$ cat src/rtl/sobel_pkg.sv
// Shared definitions for the Sobel pixel return path: pixel constants,
// UART transmitter FSM states and a constant-width helper.
package sobel_pkg;

  localparam logic [15:0] BLACK = '0;
  localparam logic [15:0] WHITE = '1;

  typedef enum logic [2:0] {
    IDLE,
    LOAD,
    START,
    DATA,
    STOP
  } tx_state_t;

  // Bits needed to count 0..value-1 (at least 1).
  function automatic int unsigned clog2(input int unsigned value);
    int unsigned r;
    r = 0;
    for (int unsigned i = 1; i < value; i = i << 1) begin
      r++;
    end
    return (r == 0) ? 1 : r;
  endfunction

endpackage

$ cat src/rtl/pix_sync_fifo.sv
// Single-clock pixel FIFO with registered read data (valid the clock after rd_en).
// Pointers carry one extra MSB so full and empty are distinguishable.
module pix_sync_fifo
  import sobel_pkg::*;
#(
  parameter int unsigned WIDTH = 16,
  parameter int unsigned DEPTH = 64
) (
  input  logic             sys_clk,
  input  logic             sys_rst_n,
  input  logic             wr_en,
  input  logic [WIDTH-1:0] wr_data,
  input  logic             rd_en,
  output logic [WIDTH-1:0] rd_data,
  output logic             full,
  output logic             empty
);

  localparam int unsigned AW = clog2(DEPTH);

  logic [AW:0]      wr_ptr;
  logic [AW:0]      rd_ptr;
  logic [WIDTH-1:0] mem [DEPTH];
  logic             wr_ok;
  logic             rd_ok;

  assign empty = (wr_ptr == rd_ptr);
  assign full  = (wr_ptr[AW] != rd_ptr[AW]) && (wr_ptr[AW-1:0] == rd_ptr[AW-1:0]);
  assign wr_ok = wr_en & ~full;
  assign rd_ok = rd_en & ~empty;

  always_ff @(posedge sys_clk) begin
    if (wr_ok) begin
      mem[wr_ptr[AW-1:0]] <= wr_data;
    end
  end

  always_ff @(posedge sys_clk or negedge sys_rst_n) begin
    if (!sys_rst_n) begin
      wr_ptr  <= '0;
      rd_ptr  <= '0;
      rd_data <= '0;
    end else begin
      if (wr_ok) begin
        wr_ptr <= wr_ptr + 1'b1;
      end
      if (rd_ok) begin
        rd_ptr  <= rd_ptr + 1'b1;
        rd_data <= mem[rd_ptr[AW-1:0]];
      end
    end
  end

endmodule

$ cat src/rtl/sobel_pix_uart_tx.sv
// Buffers 16-bit Sobel pixels and sends each as two UART 8N1 bytes, high byte first.
module sobel_pix_uart_tx
  import sobel_pkg::*;
#(
  parameter int unsigned CLK_FREQ   = 50_000_000,
  parameter int unsigned UART_BPS   = 9600,
  parameter int unsigned FIFO_DEPTH = 64
) (
  input  logic        sys_clk,
  input  logic        sys_rst_n,
  input  logic        pi_flag,
  input  logic [15:0] pi_data,
  output logic        tx,
  output logic        tx_busy,
  output logic        fifo_full,
  output logic        ovf_err
);

  localparam int unsigned   BAUD_CNT_MAX = CLK_FREQ / UART_BPS;
  localparam int unsigned   BW           = clog2(BAUD_CNT_MAX);
  localparam logic [BW-1:0] BAUD_LAST    = BW'(BAUD_CNT_MAX - 1);

  tx_state_t     state;
  tx_state_t     state_nxt;
  logic [BW-1:0] baud_cnt;
  logic [2:0]    bit_cnt;
  logic          byte_sel;
  logic [15:0]   pix_reg;
  logic [15:0]   pix_word;
  logic [7:0]    shift_reg;
  logic          tx_reg;
  logic          busy_reg;
  logic          ovf_reg;
  logic          baud_done;
  logic          fifo_rd_en;
  logic          fifo_empty;
  logic [15:0]   fifo_rd_data;

  pix_sync_fifo #(
    .WIDTH(16),
    .DEPTH(FIFO_DEPTH)
  ) u_fifo (
    .sys_clk  (sys_clk),
    .sys_rst_n(sys_rst_n),
    .wr_en    (pi_flag),
    .wr_data  (pi_data),
    .rd_en    (fifo_rd_en),
    .rd_data  (fifo_rd_data),
    .full     (fifo_full),
    .empty    (fifo_empty)
  );

  assign baud_done = (baud_cnt == BAUD_LAST);
  // The popped word only lands on rd_data in LOAD, so the high byte is taken
  // straight from the FIFO and pix_reg is captured there for the low byte.
  assign pix_word  = byte_sel ? pix_reg : fifo_rd_data;

  assign tx      = tx_reg;
  assign tx_busy = busy_reg;
  assign ovf_err = ovf_reg;

  always_ff @(posedge sys_clk or negedge sys_rst_n) begin
    if (!sys_rst_n) begin
      state <= IDLE;
    end else begin
      state <= state_nxt;
    end
  end

  always_comb begin
    state_nxt  = state;
    fifo_rd_en = 1'b0;
    case (state)
      IDLE: begin
        if (!fifo_empty) begin
          fifo_rd_en = 1'b1;
          state_nxt  = LOAD;
        end
      end
      LOAD:  state_nxt = START;
      START: if (baud_done) state_nxt = DATA;
      DATA:  if (baud_done && bit_cnt == 3'd7) state_nxt = STOP;
      STOP: begin
        if (baud_done) begin
          if (!byte_sel) begin
            state_nxt = LOAD;
          end else if (!fifo_empty) begin
            fifo_rd_en = 1'b1;
            state_nxt  = LOAD;
          end else begin
            state_nxt = IDLE;
          end
        end
      end
      default: state_nxt = IDLE;
    endcase
  end

  always_ff @(posedge sys_clk or negedge sys_rst_n) begin
    if (!sys_rst_n) begin
      baud_cnt  <= '0;
      bit_cnt   <= '0;
      byte_sel  <= 1'b0;
      pix_reg   <= '0;
      shift_reg <= '0;
      tx_reg    <= 1'b1;
      busy_reg  <= 1'b0;
      ovf_reg   <= 1'b0;
    end else begin
      busy_reg <= (state != IDLE) | ~fifo_empty;
      if (pi_flag && fifo_full) begin
        ovf_reg <= 1'b1;
      end
      case (state)
        IDLE: begin
          baud_cnt <= '0;
          tx_reg   <= 1'b1;
          if (!fifo_empty) begin
            byte_sel <= 1'b0;
          end
        end
        LOAD: begin
          baud_cnt  <= '0;
          tx_reg    <= 1'b0;
          shift_reg <= byte_sel ? pix_word[7:0] : pix_word[15:8];
          if (!byte_sel) begin
            pix_reg <= fifo_rd_data;
          end
        end
        START: begin
          baud_cnt <= baud_done ? '0 : baud_cnt + BW'(1);
          if (baud_done) begin
            bit_cnt <= '0;
            tx_reg  <= shift_reg[0];
          end
        end
        DATA: begin
          baud_cnt <= baud_done ? '0 : baud_cnt + BW'(1);
          if (baud_done) begin
            bit_cnt <= bit_cnt + 3'd1;
            if (bit_cnt == 3'd7) begin
              tx_reg <= 1'b1;
            end else begin
              tx_reg    <= shift_reg[1];
              shift_reg <= {1'b0, shift_reg[7:1]};
            end
          end
        end
        STOP: begin
          baud_cnt <= baud_done ? '0 : baud_cnt + BW'(1);
          tx_reg   <= 1'b1;
          if (baud_done) begin
            if (!byte_sel) begin
              byte_sel <= 1'b1;
            end else if (!fifo_empty) begin
              byte_sel <= 1'b0;
            end
          end
        end
        default: tx_reg <= 1'b1;
      endcase
    end
  end

endmodule
$ cat config.mk
export PLATFORM = sky130hd
export DESIGN_NAME = sobel_pix_uart_tx
export DESIGN_NICKNAME = d
export VERILOG_FILES = /design/src/rtl/sobel_pkg.sv /design/src/rtl/pix_sync_fifo.sv /design/src/rtl/sobel_pix_uart_tx.sv
export SDC_FILE = /design/constraint.sdc
export NUM_CORES = 1
export LEC_CHECK = 0
export BUFFER_PORTS_ARGS = -buffer_cell sky130_fd_sc_hd__buf_4
export CORE_UTILIZATION = 35
export CTS_CLUSTER_DIAMETER = 60
export DETAILED_ROUTE_END_ITERATION = 8
export GPL_TIMING_DRIVEN = 1
export PLACE_DENSITY = 0.49
export SETUP_SLACK_MARGIN = 0.02
export SYNTH_ARGS = -nofsm -noshare
export SYNTH_HDL_FRONTEND = slang
export SYNTH_SLANG_ARGS = --single-unit
$ cat constraint.sdc
create_clock -name sys_clk -period 7.6 [get_ports sys_clk]
set_clock_uncertainty 0.15 [all_clocks]
set_input_delay 0.76 -clock sys_clk [delete_from_list [all_inputs] [get_ports sys_clk]]
set_output_delay 0.76 -clock sys_clk [all_outputs]
set_load 0.05 [all_outputs]
-- Word level (Yosys, flattened, before mapping)
Memories as Yosys holds them, arrays and structs flattened. A register that Yosys moved wholly into a read port is not among the register bits.
Index checks and enable logic that the tools add are counted.
Widths: inputs -> output; s select.
- register bits after elaboration: 61
- logic and storage cells: 85
- output and inout bits: 4
- memories kept: 1
- memory bits (writable): 1024
- memory list (name ; words ; width ; read ports ; clocked after memory_dff ; write ports ; line ; source):
    u_fifo.mem ; 64 ; 16 ; 1 ; 1 ; 1 ; pix_sync_fifo.sv:23 ; logic [WIDTH-1:0] mem [DEPTH];
- reduce and logical (&&, ||, !) cells: 17
- equal/unequal tests: 15
- add/sub/neg operators: 4
- multiplexer cells: 32
- bitwise gates (word level): 5
- operator list (cell ; count):
    $pmux 13 s2 ; 1
    $mux 8 ; 3
    $mux 3 ; 6
    $mux 16 ; 1
    $pmux 8 s2 ; 1
    $pmux 3 s5 ; 1
    $add 7x1->7 const B ; 2
    $mux 1 ; 14
    $add 13x1->13 const B ; 1
    $eq 13x13->1 const B ; 1
    $mux 13 ; 1
    $ne 2x2->1 const B ; 6
    $reduce_and 3->1 ; 3
    $reduce_bool 2->1 ; 4
    $eq 7x7->1 ; 1
    $eq 3x2->1 const B ; 2
    $eq 3x3->1 const B ; 2
    $eq 6x6->1 ; 1
    $pmux 3 s2 ; 1
    $pmux 1 s2 ; 2
    $reduce_and 4->1 ; 1
    $add 3x1->3 const B ; 1
    $eq 3x1->1 const B ; 1
    $logic_and 1x1->1 ; 3
    other kinds (11) ; 13

-- Logic depth before layout (Yosys ltp)
Gate-level depths: netlist of the first run.
- word-level depth: 6
- mapped depth: 12
- mapped depth without buffers: 7

-- Modules after synthesis
From an unflattened synthesis of the first run, not the netlist that was laid out.
- cell total of the unflattened synthesis: 2100
- area total of the unflattened synthesis: 42831.1 um2
- by module, submodules not included (module ; cells an instance ; sequential area each (um2) ; instances ; area each (um2)):
    pix_sync_fifo ; 1914 ; 31500.2 ; 1 ; 40810.4
    sobel_pix_uart_tx ; 186 ; 977.2 ; 1 ; 2020.7

-- Least setup slack after synthesis of the first run
No wires, ideal clock.
- kind: register to register
- start: register u_fifo.wr_ptr[5]
- end: memory u_fifo.mem[58][0], enable pin
- clock period less this slack: 3.158 ns
- cell stages (with the launch flop): 8
- path buffers: 1
- arrival time: 2.620 ns
- setup slack: 4.442 ns
- library setup time: 0.389 ns
- path through: dfrtp_1 clkbuf_1 xor2_1 nor3_1 and2_1 nor3b_1 nand3b_1 nor2_1
- cells in the longest elaborated chain, start to end: 6
- RTL lines (element ; line ; source):
    start: declaration ; pix_sync_fifo.sv:21 ; logic [AW:0] wr_ptr;
    start signal: assignment ; pix_sync_fifo.sv:45 ; wr_ptr <= wr_ptr + 1'b1;
    $eq 6x6->1 ; pix_sync_fifo.sv:28 ; assign full = (wr_ptr[AW] != rd_ptr[AW]) && (wr_ptr[AW-1:0] == rd_ptr[AW-1:0]);
    $logic_and 1x1->1 ; pix_sync_fifo.sv:28 ;
    net fifo_full ; sobel_pix_uart_tx.sv:15 ; output logic fifo_full,
    $not 1->1 ; pix_sync_fifo.sv:29 ; assign wr_ok = wr_en & ~full;
    $and 1x1->1 ; pix_sync_fifo.sv:29 ;
    $mux 1 ; pix_sync_fifo.sv:33 ; if (wr_ok) begin
    $mux 1 (implied by the code) ; pix_sync_fifo.sv:34 ; mem[wr_ptr[AW-1:0]] <= wr_data;
    end: declaration ; pix_sync_fifo.sv:23 ;
The timed path passes the listed nets, and every way through them passes these cells.

-- Worst setup path in the final report of the first run
- start: register u_fifo.rd_ptr[0]
- end: register u_fifo.rd_data[4] (read register of u_fifo.mem)
- cells in the longest elaborated chain, start to end: 6
- elaborated cells on any way between the ends: 7
- those cells by class: eq/ne: 1; mux: 4; bitwise: 2
- RTL lines (element ; line ; source):
    start: declaration ; pix_sync_fifo.sv:22 ; logic [AW:0] rd_ptr;
    start signal: assignment ; pix_sync_fifo.sv:48 ; rd_ptr <= rd_ptr + 1'b1;
    $eq 7x7->1 ; pix_sync_fifo.sv:27 ; assign empty = (wr_ptr == rd_ptr);
    $mux 1 ; sobel_pix_uart_tx.sv:75, sobel_pix_uart_tx.sv:87 ;
    $mux 1 ; sobel_pix_uart_tx.sv:85 ; if (!byte_sel) begin
    $mux 1 ; sobel_pix_uart_tx.sv:84 ; if (baud_done) begin
    $pmux 1 s2 ; sobel_pix_uart_tx.sv:73 ; case (state)
    $and 1x1->1 ; pix_sync_fifo.sv:30 ; assign rd_ok = rd_en & ~empty;
    end: declaration ; pix_sync_fifo.sv:14 ; output logic [WIDTH-1:0] rd_data,
Several ways; a longest one is shown, not always the timed one.
A chain may end at the register's enable or synchronous reset.

==> impl_metrics.py, run 1 <==
metrics = {
    "clock_tree": {
        "cts_root_buffer": "clkbuf_16",
        "cts_tree": "yes",
        "clockBufferDepth": 3,
        "cts_setup_buffers": 0,
        "cts_num_sinks": 1093,
        "clk-insertion-delay-late_ns": 0.70,
        "cts_max_level": 3,
        "cts_buffers": 114,
        "cts.clk_slew.worst_paths_ns": 0.06,
        "cts_resized": 0,
    },
    "synthesis": {
        "syn-num-nets": 2084,
        "ys_ff_latch": 1093,
        "ys_async_sr_fraction": 0.0631,
        "yosysSeqAreaShare": 0.761,
        "yosys_most_used_dff": "edfxtp_1",
        "synthCells": 2060,
        "syn_avg_cell_area_um2": 20.7,
        "yosys_warnings": 0,
        "synth_area_leaders": "edfxtp_1 (72%), mux4_2 (13%), dfrtp_1 (4.0%)",
        "yosysMostFrequentCell": "edfxtp_1",
        "synth_common_cells": "edfxtp_1 (1024), mux4_2 (254), mux2i_1 (94), nor2_1 (94), nand2_1 (92)",
        "synth_cell_type_count": 54,
        "synth_area_um2": 42700,
        "synth_edf_count": 1024,
        "yosysTopAreaCell": "edfxtp_1",
        "synth_top_area_frac": 0.720,
    },
    "pwr": {
        "vdd_drop_max_v": 0.000211,
        "p_leak_nw": 15.3,
        "pwr_density_cell_nw_per_um2": 331,
        "seqPwrFrac": 0.442,
        "intPower_mw": 11.6,
        "p_clk_frac": 0.338,
        "total_power_mw": 16.1,
        "p_switching_mw": 4.48,
        "combPwrFrac": 0.220,
        "p_sw_frac": 0.278,
    },
    "detailed_routing": {
        "ant_nets": 0,
        "post_drt_wl_per_cell_um": 28.4,
        "wl_um": 110000,
        "firstDrtPassIters": 5,
        "drt-initial-drc-count": 1639,
        "vias_per_cell": 5.32,
        "drc": 0,
        "vias": 20556,
    },
    "timing": {
        "hold_viol": 0,
        "setup_viol": 0,
        "tightest_slew_ns": 1.41,
        "relSlewSlack": 0.0599,
        "period_minus_slack_ns": 4.50,
        "finalSetupTns_ns": 0,
        "finalCritPeriodShare": 0.592,
        "timing.fmax_mhz": 222,
        "rsz0062_at_grt": "false",
        "maxSlewViolCount": 0,
    },
    "floorplan": {
        "pin_count": 23,
        "die_w_um": 351,
        "die_h_um": 351,
        "coreArea_um2": 120000,
        "start_util": 0.354,
        "rows": 127,
        "die_area_um2": 123000,
    },
    "global_routing": {
        "grt_max_degree": 148,
        "grtUsageTotal": 0.180,
        "grt_first_pass_wirelength_um": 157000,
        "gr-total-overflow": 0,
        "grt_pass1_vias": 21256,
        "antenna_found_initial": 1,
    },
    "cells_and_area": {
        "largest_register_ffs": 1024,
        "fillCellCount": 10831,
        "syn2layout_area_growth_pct": 14.0,
        "final_layout_size_suffix_gt1_frac": 0.254,
        "fin_nets": 2180,
    },
    "critical_path": {
        "worstPathRequired_ns": 7.99,
        "start_kind": "flip-flop",
        "r2r-start": "u_fifo.rd_ptr[0]",
        "criticalPathCategory": "flip-flop to flip-flop",
        "worstPathMaxFanout": 97,
        "reg2reg_slack_ns": 3.10,
        "end_kind": "flip-flop",
        "r2r-end": "u_fifo.rd_data[4]",
        "reg2regPathDepth": 8,
        "crit_arrival_ns": 4.89,
    },
    "min_path": {
        "min_from": "pi_flag",
        "min_delay_path_depth": 2,
        "holdPathEnd": "ovf_err",
        "hold_class": "input pin to flip-flop",
    },
    "placed_design": {
        "hpwl_um": 60200,
        "gp_congestion": 0.850,
        "port_buffers": 22,
    },
    "outcome": {
        "status": "complete, no violations",
    },
    "flow_run": {
        "maxCapViolations": 0,
    },
}
==> stage by stage <==
stage          hold WS [ns]   util  area [um^2]  setup WS (ns)  cells
2_1_floorplan         0.293      -        42700           4.44   2060
3_3_place_gp          0.312  0.374        45000           2.99   3651
3_5_place_dp          0.320  0.374        45000           2.94   3651
4_1_cts               0.161  0.404        48600           2.93   3865
5_1_grt               0.206  0.404        48600           2.76   3865
6_report              0.230  0.404        48700           3.10   3867
==> power by group through the flow <==
stage	Clock, mW	Sequential (mW)	Combinational [mW]
floorplan	0	7.10	2.58
global placement	0	7.22	3.61
detailed placement	0	7.24	3.63
CTS	5.58	7.11	3.64
global route	5.78	7.14	3.81
finish	5.44	7.11	3.55
==> critical path, cell delays in order, from the launching register on <==
cell,delay [ns]
dfrtp_4,0.78
buf_4,0.86
buf_12,0.57
mux4_2,0.59
nor2b_1,0.14
a211oi_1,0.49
a221oi_1,0.26
a21oi_1,0.19
o21ai_1,0.07
==> cell usage in the layout (no fill, tap or decap), types with 7 or more instances in the layout <==
cell type / count
a211oi_1: 16
a21oi_1: 39
a221oi_1: 16
a22oi_1: 17
a31oi_1: 17
buf_4: 91
bufinv_16: 10
clkbuf_1: 32
clkbuf_16: 116
clkinv_1: 27
clkinv_2: 16
dfrtp_1: 63
edfxtp_1: 1024
mux2_2: 36
mux2i_1: 94
mux4_2: 254
nand2_1: 92
nand3_1: 12
nand3b_1: 7
nor2_1: 70
nor2_2: 15
nor2_4: 9
nor2b_1: 22
nor3_1: 7
o21ai_0: 25
o21ai_1: 16
xnor2_1: 11
xor2_1: 16
==> cells by family after synthesis <==
kind of cell | synth area share
AO/OA/AOI/OAI | 0.0233
flip-flops | 0.761
adder cells (fa/ha/maj) | 0.00147
XOR/XNOR | 0.00554
multiplexers | 0.167
AND/OR/NAND/NOR | 0.0289
buffers and inverters | 0.0134
==> layer usage <==
layer / global-route usage / routed length, um / vias to the layer above
li1: - / - / 8667
met1: 0.243 / 47200 / 11237
met2: 0.299 / 54400 / 507
met3: 0.0323 / 5450 / 145
met4: 0.0472 / 2670 / 0
met5: 0 / 0 / -
==> layout make-up <==
class                           count  area (um^2)  area share
Multi-Input combinational cell    849         9760       0.201
Tap cell                         1612         2020      0.0415
Clock buffer                      149         3040      0.0624
Sequential cell                  1093        32500       0.668
Inverter                            4         15.0    0.000309
Antenna cell                        2         5.00    0.000103
Timing Repair Buffer               94          733      0.0151
Clock inverter                     64          596      0.0122
==> worst max-delay path by stage <==
stage,startpoint,to,slack (ns),depth (start not counted)
floorplan,u_fifo.wr_ptr[5],u_fifo.mem[58][0],4.44,7
global placement,u_fifo.rd_ptr[0],u_fifo.rd_data[1],2.99,8
detailed placement,u_fifo.rd_ptr[0],u_fifo.rd_data[4],2.94,8
CTS,u_fifo.rd_ptr[0],u_fifo.rd_data[4],2.93,8
global route,u_fifo.rd_ptr[0],u_fifo.rd_data[3],2.76,8
finish,u_fifo.rd_ptr[0],u_fifo.rd_data[4],3.10,8
==> repair_timing <==
action                                  CTS  global route
endpoints found under the setup margin    0             0
hold buffers                              1             0
endpoints found under the hold margin    16             0
Note: power is estimated with default switching activity, not from simulation.
==> run 2, diff against run 1 <==
==> constraint.sdc (replaced) <==
create_clock -name sys_clk -period 4.5 [get_ports sys_clk]
set_clock_uncertainty 0.15 [all_clocks]
set_input_delay 0.45 -clock sys_clk [delete_from_list [all_inputs] [get_ports sys_clk]]
set_output_delay 0.45 -clock sys_clk [all_outputs]
set_load 0.05 [all_outputs]
==> run 2 against run 1 <==
  * Critical path depth down 1
  * Fmax up 26%
  * Utilization up 0.31 points
  * Non-clock buffer count up 36
  * Power up 71%
  * Clock power up 71%
  * Routed wire length up 1.1%
  * Worst hold slack worse by 0.11 ns
  * Critical path type unchanged
  * Largest cell class unchanged
==> impl_metrics.py, run 2 (synthesis gave the netlist of run 1 again) <==
metrics = {
    "global_routing": {
        "grt_first_pass_wirelength_um": 160000,
        "grt_pass1_vias": 21352,
        "grtUsageTotal": 0.183,
        "gr-total-overflow": 0,
        "grt_max_degree": 130,
        "antenna_found_initial": 2,
    },
    "pwr": {
        "intPower_mw": 19.7,
        "seqPwrFrac": 0.434,
        "combPwrFrac": 0.228,
        "p_clk_frac": 0.338,
        "p_leak_nw": 15.5,
        "p_sw_frac": 0.287,
        "vdd_drop_max_v": 0.000429,
        "p_switching_mw": 7.89,
        "pwr_density_cell_nw_per_um2": 562,
    },
    "clock_tree": {
        "cts_num_sinks": 1093,
        "clockBufferDepth": 3,
        "cts.clk_slew.worst_paths_ns": 0.06,
        "cts_setup_buffers": 0,
        "cts_max_level": 3,
        "cts_tree": "yes",
        "cts_root_buffer": "clkbuf_16",
        "clk-insertion-delay-late_ns": 0.73,
        "cts_buffers": 116,
    },
    "timing": {
        "finalSetupTns_ns": 0,
        "tightest_slew_ns": 1.32,
        "timing.fmax_mhz": 280,
        "rsz0062_at_grt": "false",
        "hold_viol": 0,
        "setup_viol": 0,
        "finalCritPeriodShare": 0.794,
        "timing.hold.ws_ns": 0.120,
        "period_minus_slack_ns": 3.57,
        "maxSlewViolCount": 0,
        "worst_slack_ns": 0.926,
        "relSlewSlack": 0.121,
    },
    "detailed_routing": {
        "vias_per_cell": 5.27,
        "ant_nets": 0,
        "post_drt_wl_per_cell_um": 28.4,
        "drt-initial-drc-count": 1918,
        "drc": 0,
        "wl_um": 111000,
        "firstDrtPassIters": 5,
        "vias": 20596,
    },
    "floorplan": {
        "pin_count": 23,
        "coreArea_um2": 120000,
        "die_h_um": 351,
        "start_util": 0.354,
        "rows": 127,
        "die_area_um2": 123000,
        "die_w_um": 351,
    },
    "cells_and_area": {
        "fin_util": 0.407,
        "largest_register_ffs": 1024,
        "syn2layout_area_growth_pct": 14.8,
        "final_layout_size_suffix_gt1_frac": 0.267,
        "layout_common_cells": "edfxtp_1 (1024), mux4_2 (254), buf_4 (122)",
        "fin_nets": 2218,
        "fin_cells": 3909,
        "final_common_cell": "edfxtp_1",
    },
    "placed_design": {
        "hpwl_um": 63500,
        "port_buffers": 22,
        "gp_congestion": 0.825,
        "dp_slack_ns": 0.933,
        "dp_cells": 3686,
    },
    "critical_path": {
        "worstPathRequired_ns": 4.97,
        "worstPathMaxFanout": 84,
        "path_delay_family": "compound AO/OA/AOI/OAI gates",
        "start_kind": "flip-flop",
        "path_buf_inv": 1,
        "crit_slowest_cell": "a211oi_1",
        "end_kind": "flip-flop",
        "crit_arrival_ns": 4.04,
        "critPathMaxStageDelay_ns": 0.72,
        "cp_cell_sequence": "buf_12, mux4_2, nor2b_1, a211oi_1, a221oi_1, a21oi_1, o21ai_1",
        "criticalPathCategory": "flip-flop to flip-flop",
    },
    "min_path": {
        "hold_class": "input pin to flip-flop",
    },
    "flow_run": {
        "maxCapViolations": 0,
    },
    "outcome": {
        "status": "complete, no violations",
    },
}
[run 2: cell types whose count changed in the layout (fill, tap and decap cells not counted), moves of 3 or more]
| cell | delta |
|---|---|
| buf_12 | +3 |
| clkinvlp_4 | +3 |
| clkinv_16 | +4 |
| nor2_4 | -9 |
| clkbuf_1 | -11 |
| nor2_2 | +10 |
| clkinv_1 | +7 |
| buf_4 | +31 |
[run 2: worst paths after layout]
path	from	end	slack [ns]	cells after the start
worst max-delay path	u_fifo.rd_ptr[0]	u_fifo.rd_data[0]	0.93	7
worst min-delay path	pi_data[6]	u_fifo.mem[58][6]	0.12	1
worst max register to register	u_fifo.rd_ptr[0]	u_fifo.rd_data[0]	0.93	7
worst min register to register	shift_reg[3]	shift_reg[3]	0.33	2
max in group asynchronous	sys_rst_n	u_fifo.rd_ptr[2]	3.06	2
min in group asynchronous	sys_rst_n	baud_cnt[6]	0.28	2
[run 2: area by class of cell]
cell class                 count  area (um^2)
multi-input combinational    849         9700
inverter                       4         15.0
sequential                  1093        32500
clock inverter                80          753
antenna                        4         10.0
fill                       10820        71400
timing repair buffer         130         1050
tap                         1612         2020
clock buffer                 137         2980
[run 2: power groups by stage]
| stage | clock, mW | sequential (mW) | combinational, mW |
|---|---|---|---|
| floorplan | 0 | 12.0 | 4.36 |
| global placement | 0 | 12.1 | 6.41 |
| detailed placement | 0 | 12.2 | 6.43 |
| CTS | 9.53 | 12.0 | 6.45 |
| global route | 9.91 | 12.0 | 6.73 |
| finish | 9.31 | 12.0 | 6.29 |
[run 2: metal layers]
metal,vias to the layer above,track usage,wire length [um]
met1,11210,0.254,48400
met5,-,0,0
met2,511,0.302,55000
li1,8742,-,-
met4,0,0.0450,2100
met3,133,0.0300,5460
[run 2: stage by stage]
step / cell area [um^2] / total power, mW
6_report: 49000 / 27.5
5_1_grt: 49000 / 28.6
4_1_cts: 49000 / 27.9
3_5_place_dp: 45300 / 18.6
3_3_place_gp: 45200 / 18.5
2_1_floorplan: 42700 / 16.4
[run 2: timing repair]
item,4_1_cts,5_1_grt
hold buffers,2,0
endpoints found under the hold margin,71,0
gates resized for setup,0,0
==> run 3, diff against run 2 <==
==> constraint.sdc (replaced) <==
create_clock -name sys_clk -period 3.4 [get_ports sys_clk]
set_clock_uncertainty 0.15 [all_clocks]
set_input_delay 0.34 -clock sys_clk [delete_from_list [all_inputs] [get_ports sys_clk]]
set_output_delay 0.34 -clock sys_clk [all_outputs]
set_load 0.05 [all_outputs]
==> run 3 against run 2 <==
  * Count of clock-buffer cells in the layout up 14
  * Largest cell class unchanged
  * Register-to-register slack got worse by 0.74 ns
  * Highest routed layer is now met5
  * Combinational power rose by 36%
==> impl_metrics.py, run 3 (synthesis gave the netlist of run 1 again) <==
metrics = {
    "min_path": {
        "min_from": "pi_data[7]",
        "holdPathEnd": "u_fifo.mem[59][7]",
        "hold_class": "input pin to flip-flop",
        "min_delay_path_depth": 1,
    },
    "detailed_routing": {
        "drt-initial-drc-count": 1901,
        "post_drt_wl_per_cell_um": 27.2,
        "drc": 0,
        "wl_um": 108000,
        "ant_nets": 0,
        "vias": 20515,
        "firstDrtPassIters": 5,
        "vias_per_cell": 5.18,
    },
    "clock_tree": {
        "clockBufferDepth": 3,
        "clk-insertion-delay-late_ns": 0.70,
        "cts_root_buffer": "clkbuf_16",
        "cts.clk_slew.worst_paths_ns": 0.06,
        "cts_buffers": 112,
        "cts_tree": "yes",
        "cts_max_level": 3,
        "cts_num_sinks": 1093,
        "cts_setup_buffers": 0,
    },
    "floorplan": {
        "die_h_um": 351,
        "start_util": 0.354,
        "coreArea_um2": 120000,
        "pin_count": 23,
        "die_w_um": 351,
        "rows": 127,
        "die_area_um2": 123000,
    },
    "pwr": {
        "p_switching_mw": 10.1,
        "p_leak_nw": 16.0,
        "combPwrFrac": 0.234,
        "pwr_density_cell_nw_per_um2": 736,
        "p_sw_frac": 0.276,
        "seqPwrFrac": 0.431,
        "intPower_mw": 26.6,
        "vdd_drop_max_v": 0.000419,
        "p_clk_frac": 0.335,
    },
    "critical_path": {
        "criticalPathCategory": "flip-flop to flip-flop",
        "crit_slowest_cell": "dfrtp_4",
        "critPathMaxStageDelay_ns": 0.62,
        "reg2reg_slack_ns": 0.18,
        "reg2regPathDepth": 8,
        "r2r-start": "u_fifo.rd_ptr[1]",
        "crit_top_cell": "buf_4",
        "cp_cell_sequence": "buf_4, xor2_1, nor4_2, and2_1, nor3b_1, nand2_2, nor2_1, buf_4",
        "crit_arrival_ns": 3.42,
        "end_kind": "flip-flop",
        "worstPathRequired_ns": 3.60,
        "critPathLaunch": "u_fifo.rd_ptr[1]",
        "r2r-end": "u_fifo.mem[24][4]",
        "worstPathMaxFanout": 16,
        "start_kind": "flip-flop",
    },
    "placed_design": {
        "hpwl_um": 63100,
        "dp_cells": 3744,
        "gp_congestion": 0.814,
        "port_buffers": 22,
    },
    "timing": {
        "relSlewSlack": 0.348,
        "period_minus_slack_ns": 3.22,
        "rsz0062_at_grt": "false",
        "finalCritPeriodShare": 0.946,
        "hold_viol": 0,
        "finalSetupTns_ns": 0,
        "setup_viol": 0,
        "timing.fmax_mhz": 311,
        "maxSlewViolCount": 0,
        "tightest_slew_ns": 0.975,
    },
    "cells_and_area": {
        "final_common_cell": "edfxtp_1",
        "fin_cells": 3962,
        "syn2layout_area_growth_pct": 17.0,
        "multiInputGateArea_um2": 9710,
        "fin_nets": 2272,
        "largest_register_ffs": 1024,
        "final_layout_size_suffix_gt1_frac": 0.286,
        "ff_latch_area_um2": 32500,
        "layout_common_cells": "edfxtp_1 (1024), mux4_2 (254), buf_4 (138)",
        "fillCellCount": 10627,
    },
    "outcome": {
        "status": "complete, no violations",
    },
    "global_routing": {
        "antenna_found_initial": 6,
        "grt_first_pass_wirelength_um": 155000,
        "grtUsageTotal": 0.178,
        "grt_pass1_vias": 21522,
        "grt_max_degree": 65,
        "gr-total-overflow": 0,
    },
    "flow_run": {
        "maxCapViolations": 0,
    },
}
[run 3: cell count changes in the layout (fill, tap and decap cells not counted), sizes merged]
cell / previous run / this run
buf: 128 / 186
inv: 6 / 11
diode: 4 / 6
clkinv: 62 / 37
bufinv: 9 / 12
clkbuf: 137 / 151
clkinvlp: 7 / 3
[run 3: worst max path at each step]
stage	endpoint	slack [ns]	cells after the start
finish	u_fifo.mem[24][4]	0.18	8
global route	u_fifo.mem[24][4]	0.03	8
CTS	u_fifo.mem[24][4]	0.08	8
detailed placement	u_fifo.mem[24][0]	0.10	8
global placement	u_fifo.mem[24][0]	0.15	8
floorplan	u_fifo.mem[58][0]	0.24	7
[run 3: layout make-up]
class                   instances  area share
diodes                          6    0.000301
clock buffers                 151      0.0609
clock inverters                59      0.0132
inverters                       4    0.000301
multi-input cells             849       0.194
flip-flops and latches       1093       0.650
well taps                    1612      0.0404
repair buffers                188      0.0404
[run 3: layer usage]
layer	global-route usage	up-vias	wire, um
li1	-	8860	-
met1	0.239	10985	46100
met5	0	-	12
met4	0.0483	2	2530
met2	0.298	509	53700
met3	0.0296	159	5430
[run 3: per-stage QoR]
stage          hold WS (ns)  total power [mW]   util  worst slack [ns]  cell area, um^2
2_1_floorplan        -0.106              21.6      -             0.242            42700
3_3_place_gp          0.313              24.8  0.384             0.151            46200
3_5_place_dp          0.314              24.9  0.384             0.104            46200
4_1_cts              0.0625              37.3  0.415            0.0811            49900
5_1_grt              0.0825              38.2  0.415            0.0323            49900
6_report             0.0781              36.8  0.415             0.182            50000
[run 3: critical path, delay by kind of cell, from the launching register on]
family                    cells  cell delay [ns]
and+or+nand+nor               5             1.35
DFF                           1             0.62
buffers and inverters         2             0.56
xor gates and xnor gates      1             0.19
[run 3: repair_timing]
| action | in CTS | in global routing |
|---|---|---|
| hold buffers | 2 | 0 |
| endpoints found under the setup margin | 0 | 69 |
| endpoints found under the hold margin | 58 | 0 |
| resized for setup | 0 | 2 |
[run 3: power by group through the flow]
stage / sequential [mW] / combinational (mW) / clock [mW]
after floorplan: 15.9 / 5.77 / 0
after global placement: 16.1 / 8.70 / 0
after detailed placement: 16.1 / 8.75 / 0
after CTS: 15.9 / 8.78 / 12.6
after global routing: 15.9 / 9.20 / 13.1
final: 15.9 / 8.58 / 12.3
